### src/rtl/display_pkg.sv
// Shared constants for the display path: widths, digit codes and FSM encoding.
package display_pkg;

  localparam int unsigned IN_W   = 14;
  localparam int unsigned DIGITS = 4;
  localparam int unsigned CODE_W = 14;
  localparam int unsigned NIB_W  = 4;
  localparam int unsigned BCD_W  = NIB_W * DIGITS;
  localparam int unsigned CNT_W  = 4;

  localparam int unsigned MAX_DISPLAY = 9999;

  localparam logic [NIB_W-1:0] CODE_DASH  = 4'd10;
  localparam logic [NIB_W-1:0] CODE_BLANK = 4'd11;

  localparam logic [1:0] ST_IDLE   = 2'd0;
  localparam logic [1:0] ST_SHIFT  = 2'd1;
  localparam logic [1:0] ST_FORMAT = 2'd2;

endpackage

### src/rtl/bcd_digit_splitter_if.sv
// Request/result bundle between the display controller and the BCD splitter.
interface bcd_digit_splitter_if;
  import display_pkg::*;

  logic              start;
  logic [IN_W-1:0]   value;
  logic              blank_zeros;
  logic              busy;
  logic              done;
  logic [CODE_W-1:0] dig0;
  logic [CODE_W-1:0] dig1;
  logic [CODE_W-1:0] dig2;
  logic [CODE_W-1:0] dig3;

  modport master (
    output start, value, blank_zeros,
    input  busy, done, dig0, dig1, dig2, dig3
  );

  modport slave (
    input  start, value, blank_zeros,
    output busy, done, dig0, dig1, dig2, dig3
  );

endinterface

### src/rtl/bcd_add3.sv
// Double-dabble nibble correction: add 3 when the nibble is 5 or more.
module bcd_add3
  import display_pkg::*;
(
  input  logic [NIB_W-1:0] nib_i,
  output logic [NIB_W-1:0] nib_c
);

  // Unsigned 4-bit correction, no carry out of the nibble
  assign nib_c = (nib_i >= 4'd5) ? nib_i + 4'd3 : nib_i;

endmodule

### src/rtl/bcd_digit_splitter.sv
// Sequential binary-to-BCD converter feeding the four 7-segment digit decoders.
module bcd_digit_splitter
  import display_pkg::*;
(
  input  logic                 clk,
  input  logic                 reset_n,
  bcd_digit_splitter_if.slave  bus
);

  logic [1:0]                    state_q, state_d;
  logic [BCD_W-1:0]              bcd_q, bcd_d;
  logic [IN_W-1:0]               bin_q, bin_d;
  logic [CNT_W-1:0]              cnt_q, cnt_d;
  logic                          blank_q, blank_d;
  logic                          ovf_q, ovf_d;
  logic                          busy_q, busy_d;
  logic                          done_q, done_d;
  logic [DIGITS-1:0][NIB_W-1:0]  dig_q, dig_d;

  logic [BCD_W-1:0]              adj_c;
  logic [DIGITS-1:0][NIB_W-1:0]  fmt_c;
  logic                          leading_c;

  // One add-3 corrector per BCD nibble
  for (genvar g = 0; g < DIGITS; g++) begin : g_add3
    bcd_add3 u_add3 (
      .nib_i (bcd_q[g*NIB_W +: NIB_W]),
      .nib_c (adj_c[g*NIB_W +: NIB_W])
    );
  end

  // Map the finished BCD value to display codes (dash on overflow, optional blanking)
  always_comb begin
    fmt_c     = '0;
    leading_c = blank_q;
    for (int i = DIGITS - 1; i >= 0; i--) begin
      if (ovf_q) begin
        fmt_c[i] = CODE_DASH;
      end else if (leading_c && (bcd_q[i*NIB_W +: NIB_W] == 4'd0) && (i != 0)) begin
        fmt_c[i] = CODE_BLANK;
      end else begin
        fmt_c[i]  = bcd_q[i*NIB_W +: NIB_W];
        leading_c = 1'b0;
      end
    end
  end

  // Next-state and datapath control
  always_comb begin
    state_d = state_q;
    bcd_d   = bcd_q;
    bin_d   = bin_q;
    cnt_d   = cnt_q;
    blank_d = blank_q;
    ovf_d   = ovf_q;
    busy_d  = busy_q;
    done_d  = 1'b0;
    dig_d   = dig_q;
    case (state_q)
      ST_IDLE: begin
        if (bus.start) begin
          bin_d   = bus.value;
          bcd_d   = '0;
          cnt_d   = CNT_W'(IN_W - 1);
          blank_d = bus.blank_zeros;
          ovf_d   = (bus.value > IN_W'(MAX_DISPLAY));
          busy_d  = 1'b1;
          state_d = ST_SHIFT;
        end
      end
      ST_SHIFT: begin
        {bcd_d, bin_d} = {adj_c, bin_q} << 1;
        if (cnt_q == '0) begin
          state_d = ST_FORMAT;
        end else begin
          cnt_d = cnt_q - CNT_W'(1);
        end
      end
      ST_FORMAT: begin
        dig_d   = fmt_c;
        done_d  = 1'b1;
        busy_d  = 1'b0;
        state_d = ST_IDLE;
      end
      default: begin
        busy_d  = 1'b0;
        state_d = ST_IDLE;
      end
    endcase
  end

  // State and output registers; reset aborts any conversion and blanks the display
  always_ff @(posedge clk or negedge reset_n) begin
    if (!reset_n) begin
      state_q <= ST_IDLE;
      bcd_q   <= '0;
      bin_q   <= '0;
      cnt_q   <= '0;
      blank_q <= 1'b0;
      ovf_q   <= 1'b0;
      busy_q  <= 1'b0;
      done_q  <= 1'b0;
      dig_q   <= {DIGITS{CODE_BLANK}};
    end else begin
      state_q <= state_d;
      bcd_q   <= bcd_d;
      bin_q   <= bin_d;
      cnt_q   <= cnt_d;
      blank_q <= blank_d;
      ovf_q   <= ovf_d;
      busy_q  <= busy_d;
      done_q  <= done_d;
      dig_q   <= dig_d;
    end
  end

  assign bus.busy = busy_q;
  assign bus.done = done_q;
  assign bus.dig0 = CODE_W'(dig_q[0]);
  assign bus.dig1 = CODE_W'(dig_q[1]);
  assign bus.dig2 = CODE_W'(dig_q[2]);
  assign bus.dig3 = CODE_W'(dig_q[3]);

endmodule

### src/flat_wrapper.sv
// flat-port wrapper written by rule: the top's interface ports become plain ports
module bcd_digit_splitter_flat import display_pkg::*;
  (clk, reset_n, bus_start, bus_value, bus_blank_zeros, bus_busy, bus_done, bus_dig0, bus_dig1, bus_dig2, bus_dig3);
  bcd_digit_splitter_if bus_i ();
  input  logic clk;
  input  logic reset_n;
  input wire logic [$bits(bus_i.start)-1:0] bus_start;
  input wire logic [$bits(bus_i.value)-1:0] bus_value;
  input wire logic [$bits(bus_i.blank_zeros)-1:0] bus_blank_zeros;
  output wire logic [$bits(bus_i.busy)-1:0] bus_busy;
  output wire logic [$bits(bus_i.done)-1:0] bus_done;
  output wire logic [$bits(bus_i.dig0)-1:0] bus_dig0;
  output wire logic [$bits(bus_i.dig1)-1:0] bus_dig1;
  output wire logic [$bits(bus_i.dig2)-1:0] bus_dig2;
  output wire logic [$bits(bus_i.dig3)-1:0] bus_dig3;
  assign bus_i.start = bus_start;
  assign bus_i.value = bus_value;
  assign bus_i.blank_zeros = bus_blank_zeros;
  assign bus_busy = bus_i.busy;
  assign bus_done = bus_i.done;
  assign bus_dig0 = bus_i.dig0;
  assign bus_dig1 = bus_i.dig1;
  assign bus_dig2 = bus_i.dig2;
  assign bus_dig3 = bus_i.dig3;
  bcd_digit_splitter u_core (.clk(clk), .reset_n(reset_n), .bus(bus_i));
endmodule
### config.mk
export PLATFORM = sky130hd
export DESIGN_NAME = bcd_digit_splitter_flat
export DESIGN_NICKNAME = d
export VERILOG_FILES = /design/src/rtl/display_pkg.sv /design/src/rtl/bcd_digit_splitter_if.sv /design/src/rtl/bcd_add3.sv /design/src/rtl/bcd_digit_splitter.sv /design/src/flat_wrapper.sv
export SDC_FILE = /design/constraint.sdc
export NUM_CORES = 1
export LEC_CHECK = 0
export ABC_AREA = 0
export BUFFER_PORTS_ARGS = -buffer_cell sky130_fd_sc_hd__buf_2
export CAP_MARGIN = 20
export CORE_MARGIN = 2
export CORE_UTILIZATION = 30
export DETAILED_ROUTE_END_ITERATION = 12
export HOLD_SLACK_MARGIN = 0.12
export PLACE_DENSITY = 0.48
export SETUP_SLACK_MARGIN = 0.15
export SYNTH_ARGS = -nofsm -noshare
export SYNTH_HDL_FRONTEND = slang
export SYNTH_SLANG_ARGS = --single-unit
### constraint.sdc
create_clock -name clk -period 2.4 [get_ports clk]
set_clock_uncertainty 0.2 [all_clocks]
set_input_delay 0.6 -clock clk [delete_from_list [all_inputs] [get_ports clk]]
set_output_delay 0.6 -clock clk [all_outputs]
set_load 0.03 [all_outputs]
# After elaboration in Yosys (flattened, before gate mapping)
# Cells that the tools add are included.
# word_totals
reg_bits	56
inputBits	18
out_inout_bits	58
word_cells	70
# classes
addsub	5
n_lt_le_gt_ge	5
n_eq_ne	5
mux	28
bitwise	1
reduce_logical	14
# ops
cell	count
two-way mux 4 bit	12
case mux 16 bit (2 select lines)	1
case mux 14 bit (2 select lines)	1
greater-or-equal comparator 4 x 3 -> 1 bit (second input constant)	4
logical NOT 4 bit	4
two-way mux 16 bit	1
greater-than comparator 14 bit (second input constant)	1
two-way mux 14 bit	1
adder 4 x 2 -> 4 bit (second input constant)	3
case mux 4 bit (2 select lines)	1
AND reduction 2 bit	4
two-way mux 1 bit	6
two-way mux 2 bit	2
inequality test 2 bit (second input constant)	2
case mux 2 bit (2 select lines)	1
subtractor 4 x 1 -> 4 bit (second input constant)	1
adder 3 x 2 -> 3 bit (second input constant)	1
logical AND 1 bit	3
two-way mux 3 bit	1
AND reduction 3 bit	1
== test 2 x 1 -> 1 bit (second input constant)	1
== test 2 bit (second input constant)	1
logical NOT 2 bit	1
inequality test 2 x 1 -> 1 bit (second input constant)	1
other kinds (3)	3

# Depth between registers and ports, before layout
# Gate-level depths: netlist of the first run.
# depth
depth_word	10
ltp_mapped	7
ltp_nobuf	6

# Hierarchy
# From an unflattened synthesis of the first run, not the netlist that was laid out.
# hier_totals
hier_cells	321
hier_area_um2	3173.0
# by_module_without_submodules
module	instances	cells_per_inst	area_per_inst_um2	seq_area_each_um2
bcd_digit_splitter	1	257	2767.7	1416.4
bcd_add3	4	16	101.3	0.0

# Worst setup path after synthesis of the first run
# No wires, ideal clock.
# synth_path
kind	register to register
start	reg u_core.bcd_q[12]
end	reg u_core.dig_q, in the netlist u_core.bus.dig1[1]
setup_time_ns	0.083
arrival_time_ns	1.413
required_time_ns	2.117
path_slack_ns	0.704
path_stages_with_launch	7
path_buffers	0
synth_period_minus_slack_ns	1.696
cell_sequence	dfrtp_1 inv_1 ha_1 and4bb_4 and3_4 and3_4 o32a_1
# synth_between
elab_chain_cells	10
# synth_lines
element	line	text
from (decl)	bcd_digit_splitter.sv:11	logic [BCD_W-1:0] bcd_q, bcd_d;
from (signal assigned)	bcd_digit_splitter.sv:96	bcd_q <= '0;
from (signal assigned)	bcd_digit_splitter.sv:106	bcd_q <= bcd_d;
logical NOT 4 bit *	bcd_digit_splitter.sv:39	end else if (leading_c && (bcd_q[i*NIB_W +: NIB_W] == 4'd0) && (i != 0)) begin
logical AND 1 bit *	bcd_digit_splitter.sv:39	
two-way mux 1 bit *	bcd_digit_splitter.sv:39	
two-way mux 1 bit *	bcd_digit_splitter.sv:37	if (ovf_q) begin
logical AND 1 bit	bcd_digit_splitter.sv:39	
two-way mux 1 bit	bcd_digit_splitter.sv:39	
two-way mux 1 bit *	bcd_digit_splitter.sv:37	
logical AND 1 bit *	bcd_digit_splitter.sv:39	
two-way mux 4 bit *	bcd_digit_splitter.sv:39	
two-way mux 4 bit *	bcd_digit_splitter.sv:37	
to (signal assigned)	bcd_digit_splitter.sv:103	dig_q <= {DIGITS{CODE_BLANK}};
to (signal assigned)	bcd_digit_splitter.sv:113	dig_q <= dig_d;
to (decl)	bcd_digit_splitter.sv:18	logic [DIGITS-1:0][NIB_W-1:0] dig_q, dig_d;
# Every way passes the cells marked *; elsewhere a longest branch is shown, timed or not.
# A chain may end at the register's enable or synchronous reset.

# Final worst setup path of the first run
# layout_path
start	reg u_core.state_q[1]
end	reg u_core.bin_q[6]
# layout_between
elab_chain_cells	3
word_cells_on_any_way	6
cone_classes	eq/ne: 2; mux: 1; reduce/logical: 3
# layout_lines
element	line	text
from (decl)	bcd_digit_splitter.sv:10	logic [1:0] state_q, state_d;
from (signal assigned)	bcd_digit_splitter.sv:105	state_q <= state_d;
== test 2 x 1 -> 1 bit or logical NOT 2 bit (tied branches)	bcd_digit_splitter.sv:59	case (state_q)
nonzero test 2 bit (no line) or inequality test 2 bit (tied branches)	-	
AND reduction 2 bit (no line)	-	
to (signal assigned)	bcd_digit_splitter.sv:107	bin_q <= bin_d;
to (decl)	bcd_digit_splitter.sv:12	logic [IN_W-1:0] bin_q, bin_d;
# Several ways; a longest one is shown, not always the timed one.

==> qor.yml, run 1 <==
power:
  p_switching_mw: 1.88
  switching_share: 0.435
  finalPower_mw: 4.31
  p_int_mw: 2.43
  power_density_nw_per_um2: 1300
  vdd_drop_max_v: 0.000424
  p_leak_nw: 1.56
  p_comb_frac: 0.474
  p_seq_frac: 0.409
  p_clk_frac: 0.117
worst_setup_path:
  arrival_ns: 1.90
  crit_top_cell: "nand2_1"
  start_kind: "flop"
  r2r_cells: 5
  path_cells: "inv_1 -> nand2_1 -> buf_4 -> nand2_1 -> a31oi_1"
  critical_path_class: "reg -> reg"
  crit_required_ns: 2.43
  max_stage_delay_ns: 0.49
  slowest_stage: "nand2_1"
  end_kind: "flop"
  path_max_fanout: 19
sta:
  post-route-period-util: 0.779
  setup_viol: 0
  fin_crit_ns: 1.87
  fmax_mhz: 535
  finalMaxSlewViolations: 0
  hold_violations: 0
  grt_setup_unrepaired: "no"
  setup-tns-final_ns: 0
  maxSlewHeadroom: 0.575
  worstMarginPinSlew_ns: 0.637
  timing.final.ws_setup_ns: 0.531
clock_tree:
  clk_latency_ns: 0.30
  cts_buffer_depth: 2
  path_clk_slew_ns: 0.10
  cts_buffers: 5
  cts_hold_buf: 1
  root_buffer: "clkbuf_8"
  cts_resized: 0
  cts_setup_buffers: 0
  cts_tree: "done"
  htreeDepth: 2
  clock-sinks: 56
placed_design:
  dp.cells: 482
  dp_slack_ns: 0.475
  dp_hpwl_um: 4280
  place_congestion: 0.742
  dpl_cell_area_sq_um: 3230
  portBuffers: 35
cells_and_area:
  n_antenna_cell: 0
  final_common_cell: "nand2_1"
  finalNonFillerCells: 491
  stdcell_area_sq_um: 3320
  final_cell_mix: "52 x nand2_1, 44 x dfrtp_1, 40 x conb_1, 35 x buf_2, 21 x nor2_1"
  drive_above_1_share: 0.193
  syn2layout_area_growth_pct: 9.50
  nets: 387
  nFillCells: 1043
outcome:
  outcome: "finished, final reports clean"
floorplan:
  die_h_um: 105
  fp-row-count: 36
  fp.dieW_um: 105
  start_util: 0.310
  core_sq_um: 9770
  die_area_sq_um: 10900
  io-pin-count: 76
detailed_routing:
  wl_per_cell_um: 12.2
  drt_iter0_markers: 71
  postRouteAntennaNets: 0
  vias: 2157
  drcViolationCount: 0
  viasPerCell: 4.39
  first_pass_iters: 4
  postRouteWirelength_um: 6000
global_routing:
  grt_pass1_wl_um: 10300
  grt_max_degree: 57
  grt_util_all_layers: 0.115
  grt_pass1_vias: 2052
  grt-ovfl-total: 0
  antenna_found_initial: 0
synthesis:
  syn_avg_cell_area_sq_um: 9.41
  syn_area_sq_um: 3030
  ys_ff_latch: 56
  ys_seq_area_frac: 0.467
  ys_warn_count: 0
  synth_cells: 322
  synth.distinct_cells: 45
run:
  maxCapViolations: 0
min_path:
  hold_path.class: "reg -> reg"
  whs_path_depth: 2
[cell families after synthesis]
family / count (synthesis) / synth area share
and+or+nand+nor: 103 / 0.157
buffers and inverters: 70 / 0.144
other: 1 / 0.00124
AOI/OAI and AO/OA: 73 / 0.160
adders and majority gates: 12 / 0.0495
muxes: 2 / 0.00702
DFF: 56 / 0.467
xor gates and xnor gates: 5 / 0.0145
[path summary, 6_finish.rpt]
path                                          from                 end  slack (ns)
worst min-delay path            u_core.bus.dig0[3]  u_core.bus.dig0[3]        0.26
worst min register to register  u_core.bus.dig0[3]  u_core.bus.dig0[3]        0.26
max in group asynchronous                  reset_n  u_core.bus.dig0[0]        1.09
worst max-delay path             u_core.state_q[1]     u_core.bin_q[6]        0.53
worst max register to register   u_core.state_q[1]     u_core.bin_q[6]        0.53
min in group asynchronous                  reset_n  u_core.bus.dig3[2]        0.62
[sequential cells by signal, indices dropped and copies added, names as in the netlist, 2 cells and up]
register / cells
u_core.bus.dig3: 4
u_core.bus.dig2: 4
u_core.bus.dig0: 4
u_core.cnt_q: 4
u_core.bin_q: 14
u_core.bcd_q: 16
u_core.state_q: 2
u_core.bus.dig1: 4
[power groups by stage]
stage	registers, mW	logic (mW)	clock network, mW
after floorplan	1.92	1.45	0
after global placement	1.77	2.05	0
after detailed placement	1.79	2.07	0
after CTS	1.77	2.07	0.527
after global routing	1.84	2.32	0.572
final	1.76	2.04	0.504
[routing by layer]
metal  global-route usage  wire (um)  vias to the layer above
met4               0.0290         37                        0
met5                    0          0                        -
li1                     -          -                     1093
met1                0.159       3010                     1011
met3               0.0251        272                        2
met2                0.183       2680                       51
[worst max-delay path: cells and delay by family, from the launching register on]
family                 cells  cell delay (ns)
DFF                        1             0.44
and+or+nand+nor            2             0.56
buffers and inverters      2             0.42
AOI/OAI and AO/OA          1             0.17
[cell type report]
type	instances	area, sq um	area share
clock buffers	7	76.3	0.0230
clock inverters	1	5.00	0.00151
inverters	15	56.3	0.0170
multi-input cells	235	1330	0.400
flip-flops and latches	56	1420	0.427
well taps	133	166	0.0502
repair buffers	44	270	0.0814
[synth_stat cells, drive strengths merged]
cell type,instances,area share
a41oi,1,0.0029
conb,1,0.0012
o21ai,19,0.031
o31a,1,0.0033
xnor2,4,0.012
or2b,1,0.0025
nand3,5,0.0083
a21oi,8,0.013
ha,12,0.050
o32a,2,0.0066
dfstp,12,0.10
o32ai,2,0.0058
mux2i,1,0.0033
a22oi,1,0.0025
buf,51,0.12
dfrtp,44,0.36
inv,14,0.017
a21o,1,0.0025
nand4,1,0.0021
nor3b,2,0.0050
o31ai,9,0.022
nor2,22,0.027
nor4,1,0.0021
clkinv,1,0.0012
nand2b,9,0.019
nor2b,1,0.0021
o211ai,1,0.0025
nand2,52,0.064
and4bb,1,0.0054
nor3,4,0.0066
o311ai,4,0.012
a22o,1,0.0029
a31oi,13,0.027
o22ai,6,0.012
and3,2,0.0074
a32o,4,0.013
xor2,1,0.0029
nand3b,1,0.0025
clkbuf,4,0.0050
mux2,1,0.0037
or2,1,0.0021
[per-stage QoR]
step | util | hold slack [ns]
3_5_place_dp | 0.330 | 0.244
5_1_grt | 0.339 | 0.298
3_3_place_gp | 0.330 | 0.243
2_1_floorplan | - | 0.104
6_report | 0.339 | 0.257
4_1_cts | 0.339 | 0.258
Power figures use the tool's default switching activity.
==> run 2, diff against run 1 <==
Settings changed: ABC_AREA 0 to 1.
Clock period 2.4 ns to 1.9 ns, I/O delays scaled along.
==> qor.yml, run 2 <==
worst_setup_path:
  end_kind: "primary output"
  cp_top_family: "flip-flops"
  path_cells: "buf_2"
  path_buf_inv: 1
  critical_path_class: "reg -> out"
  max_stage_delay_ns: 0.54
  start_kind: "flop"
  crit_required_ns: 1.22
  arrival_ns: 1.03
  slowest_stage: "dfstp_2"
  path_max_fanout: 2
floorplan:
  die_area_sq_um: 11100
  io-pin-count: 76
  fp-row-count: 36
  fp.dieW_um: 105
  die_h_um: 105
  core_sq_um: 9860
  start_util: 0.312
cells_and_area:
  stdcell_area_sq_um: 3370
  finalNonFillerCells: 531
  final_common_cell: "nand2_1"
  reg_top3: "u_core.bcd_q (16), u_core.bin_q (14)"
  nFillCells: 1078
  drive_above_1_share: 0.181
  regMostFlops: "u_core.bcd_q"
  syn2layout_area_growth_pct: 9.51
  n_antenna_cell: 0
  nets: 427
  final_cell_mix: "69 x nand2_1, 44 x dfrtp_1, 40 x o21ai_0, 40 x conb_1, 35 x nor2_1"
  largest_reg_flops: 16
global_routing:
  grt_pass1_vias: 2068
  grt_pass1_wl_um: 9880
  grt-ovfl-total: 0
  grt_max_degree: 57
  antenna_found_initial: 0
  grt_util_all_layers: 0.109
synthesis:
  yosysTopAreaCell: "dfrtp_1"
  synth_area_leaders: "dfrtp_1 36%, dfstp_2 10%, buf_4 10%"
  synth_edf_count: 0
  syn_area_sq_um: 3080
  yosysMostFrequentCell: "nand2_1"
  synth_common_cells: "69 x nand2_1, 44 x dfrtp_1, 42 x buf_4, 40 x o21ai_0, 35 x nor2_1"
  syn_avg_cell_area_sq_um: 8.55
  ys_ff_latch: 56
  synth_flop_cell: "dfrtp_1"
  synth_cells: 360
  synthArstFlopShare: 1.00
  ys_warn_count: 0
  synth.distinct_cells: 29
  synth_top_area_frac: 0.358
  ys_seq_area_frac: 0.460
sta:
  finalMaxSlewViolations: 0
  grt_setup_unrepaired: "yes"
  fin_crit_ns: 1.71
  setup-tns-final_ns: 0
  hold_violations: 0
  timing.final.ws_setup_ns: 0.195
  holdWs_ns: 0.170
  fmax_mhz: 586
  setup_viol: 0
  post-route-period-util: 0.897
clock_tree:
  cts_buffers: 5
  clock-sinks: 56
  cts_buffer_depth: 2
  path_clk_slew_ns: 0.10
  root_buffer: "clkbuf_8"
  clk_latency_ns: 0.30
  cts_tree: "done"
  cts_setup_buffers: 0
  htreeDepth: 2
detailed_routing:
  drt_iter0_markers: 98
  postRouteAntennaNets: 0
  viasPerCell: 4.15
  wl_per_cell_um: 11.3
  postRouteWirelength_um: 6000
  first_pass_iters: 5
  vias: 2206
  drcViolationCount: 0
power:
  p_seq_frac: 0.384
  p_switching_mw: 2.50
  p_clk_frac: 0.150
  switching_share: 0.442
  vdd_drop_max_v: 0.000519
  p_int_mw: 3.16
  power_density_nw_per_um2: 1680
  p_leak_nw: 1.70
  p_comb_frac: 0.465
run:
  maxCapViolations: 0
placed_design:
  dp.cells: 522
  dpl_cell_area_sq_um: 3220
  dp_hpwl_um: 4340
  place_congestion: 0.798
  portBuffers: 35
  dp_slack_ns: 0.280
min_path:
  hold_path.class: "in -> reg"
outcome:
  outcome: "finished, final reports clean"
run 2: changes by cell type after synthesis, moves of 8 or more:
cell | before | now
nor2_1 | 22 | 35
nand2_1 | 52 | 69
a21oi_1 | 8 | 25
nand2b_1 | 8 | 0
buf_2 | 9 | 1
nand3_1 | 5 | 14
o21ai_0 | 18 | 40
inv_1 | 14 | 29
o31ai_1 | 9 | 0
a31oi_1 | 13 | 4
run 2: kinds of logic after synthesis:
family	synth area share
AO/OA/AOI/OAI	0.145
other	0.00122
buffers and inverters	0.165
XOR/XNOR	0.00569
AND/OR/NAND/NOR	0.174
adder cells (fa/ha/maj)	0.0488
flip-flops	0.460
run 2: cell type report:
cell class / count / area, sq um / share of cell area
tap: 133 / 166 / 0.0494
sequential: 56 / 1420 / 0.420
inverter: 34 / 133 / 0.0393
clock inverter: 1 / 30.0 / 0.00891
timing repair buffer: 39 / 230 / 0.0683
multi-input combinational: 261 / 1300 / 0.385
clock buffer: 7 / 96.3 / 0.0286
run 2: final timing paths:
kind,startpoint,end,slack (ns),cells after the start
setup / recovery,u_core.bus.dig0[0],bus_dig0[0],0.19,1
hold / removal,bus_blank_zeros,u_core.blank_q,0.17,3
setup reg to reg,u_core.bcd_q[8],u_core.bcd_q[10],0.30,7
hold reg to reg,u_core.bus.dig2[0],u_core.bus.dig2[0],0.27,2
max in group asynchronous,reset_n,u_core.bus.dig3[1],0.70,3
min in group asynchronous,reset_n,u_core.bin_q[7],0.49,3
run 2: stage by stage:
step / utilization / power, mW
2_1_floorplan: - / 4.34
3_3_place_gp: 0.327 / 4.81
3_5_place_dp: 0.327 / 4.84
6_report: 0.342 / 5.67
5_1_grt: 0.342 / 6.21
4_1_cts: 0.341 / 5.71
run 2: tightest hold or removal path: stages:
cell and delay [ns]:
buf_2 0.08, nand2_1 0.04, nand2_1 0.04
run 2: repair_timing:
action / CTS / global route
gates resized for setup: 0 / 4
hold endpoints to repair: 44 / 0
endpoints found under the setup margin: 0 / 4
hold buffers: 1 / 0
run 2: power groups by stage:
stage | combinational, mW | clock (mW) | sequential, mW
2_1_floorplan | 1.88 | 0 | 2.46
3_3_place_gp | 2.61 | 0 | 2.20
3_5_place_dp | 2.64 | 0 | 2.20
4_1_cts | 2.64 | 0.885 | 2.18
5_1_grt | 3.03 | 0.924 | 2.25
6_report | 2.64 | 0.852 | 2.18
run 2: metal layers:
metal	routed length (um)	GRT usage	vias to the layer above
li1	-	-	1158
met1	3210	0.162	997
met2	2520	0.165	49
met3	238	0.0223	2
met4	31	0.0200	0
met5	0	0	-
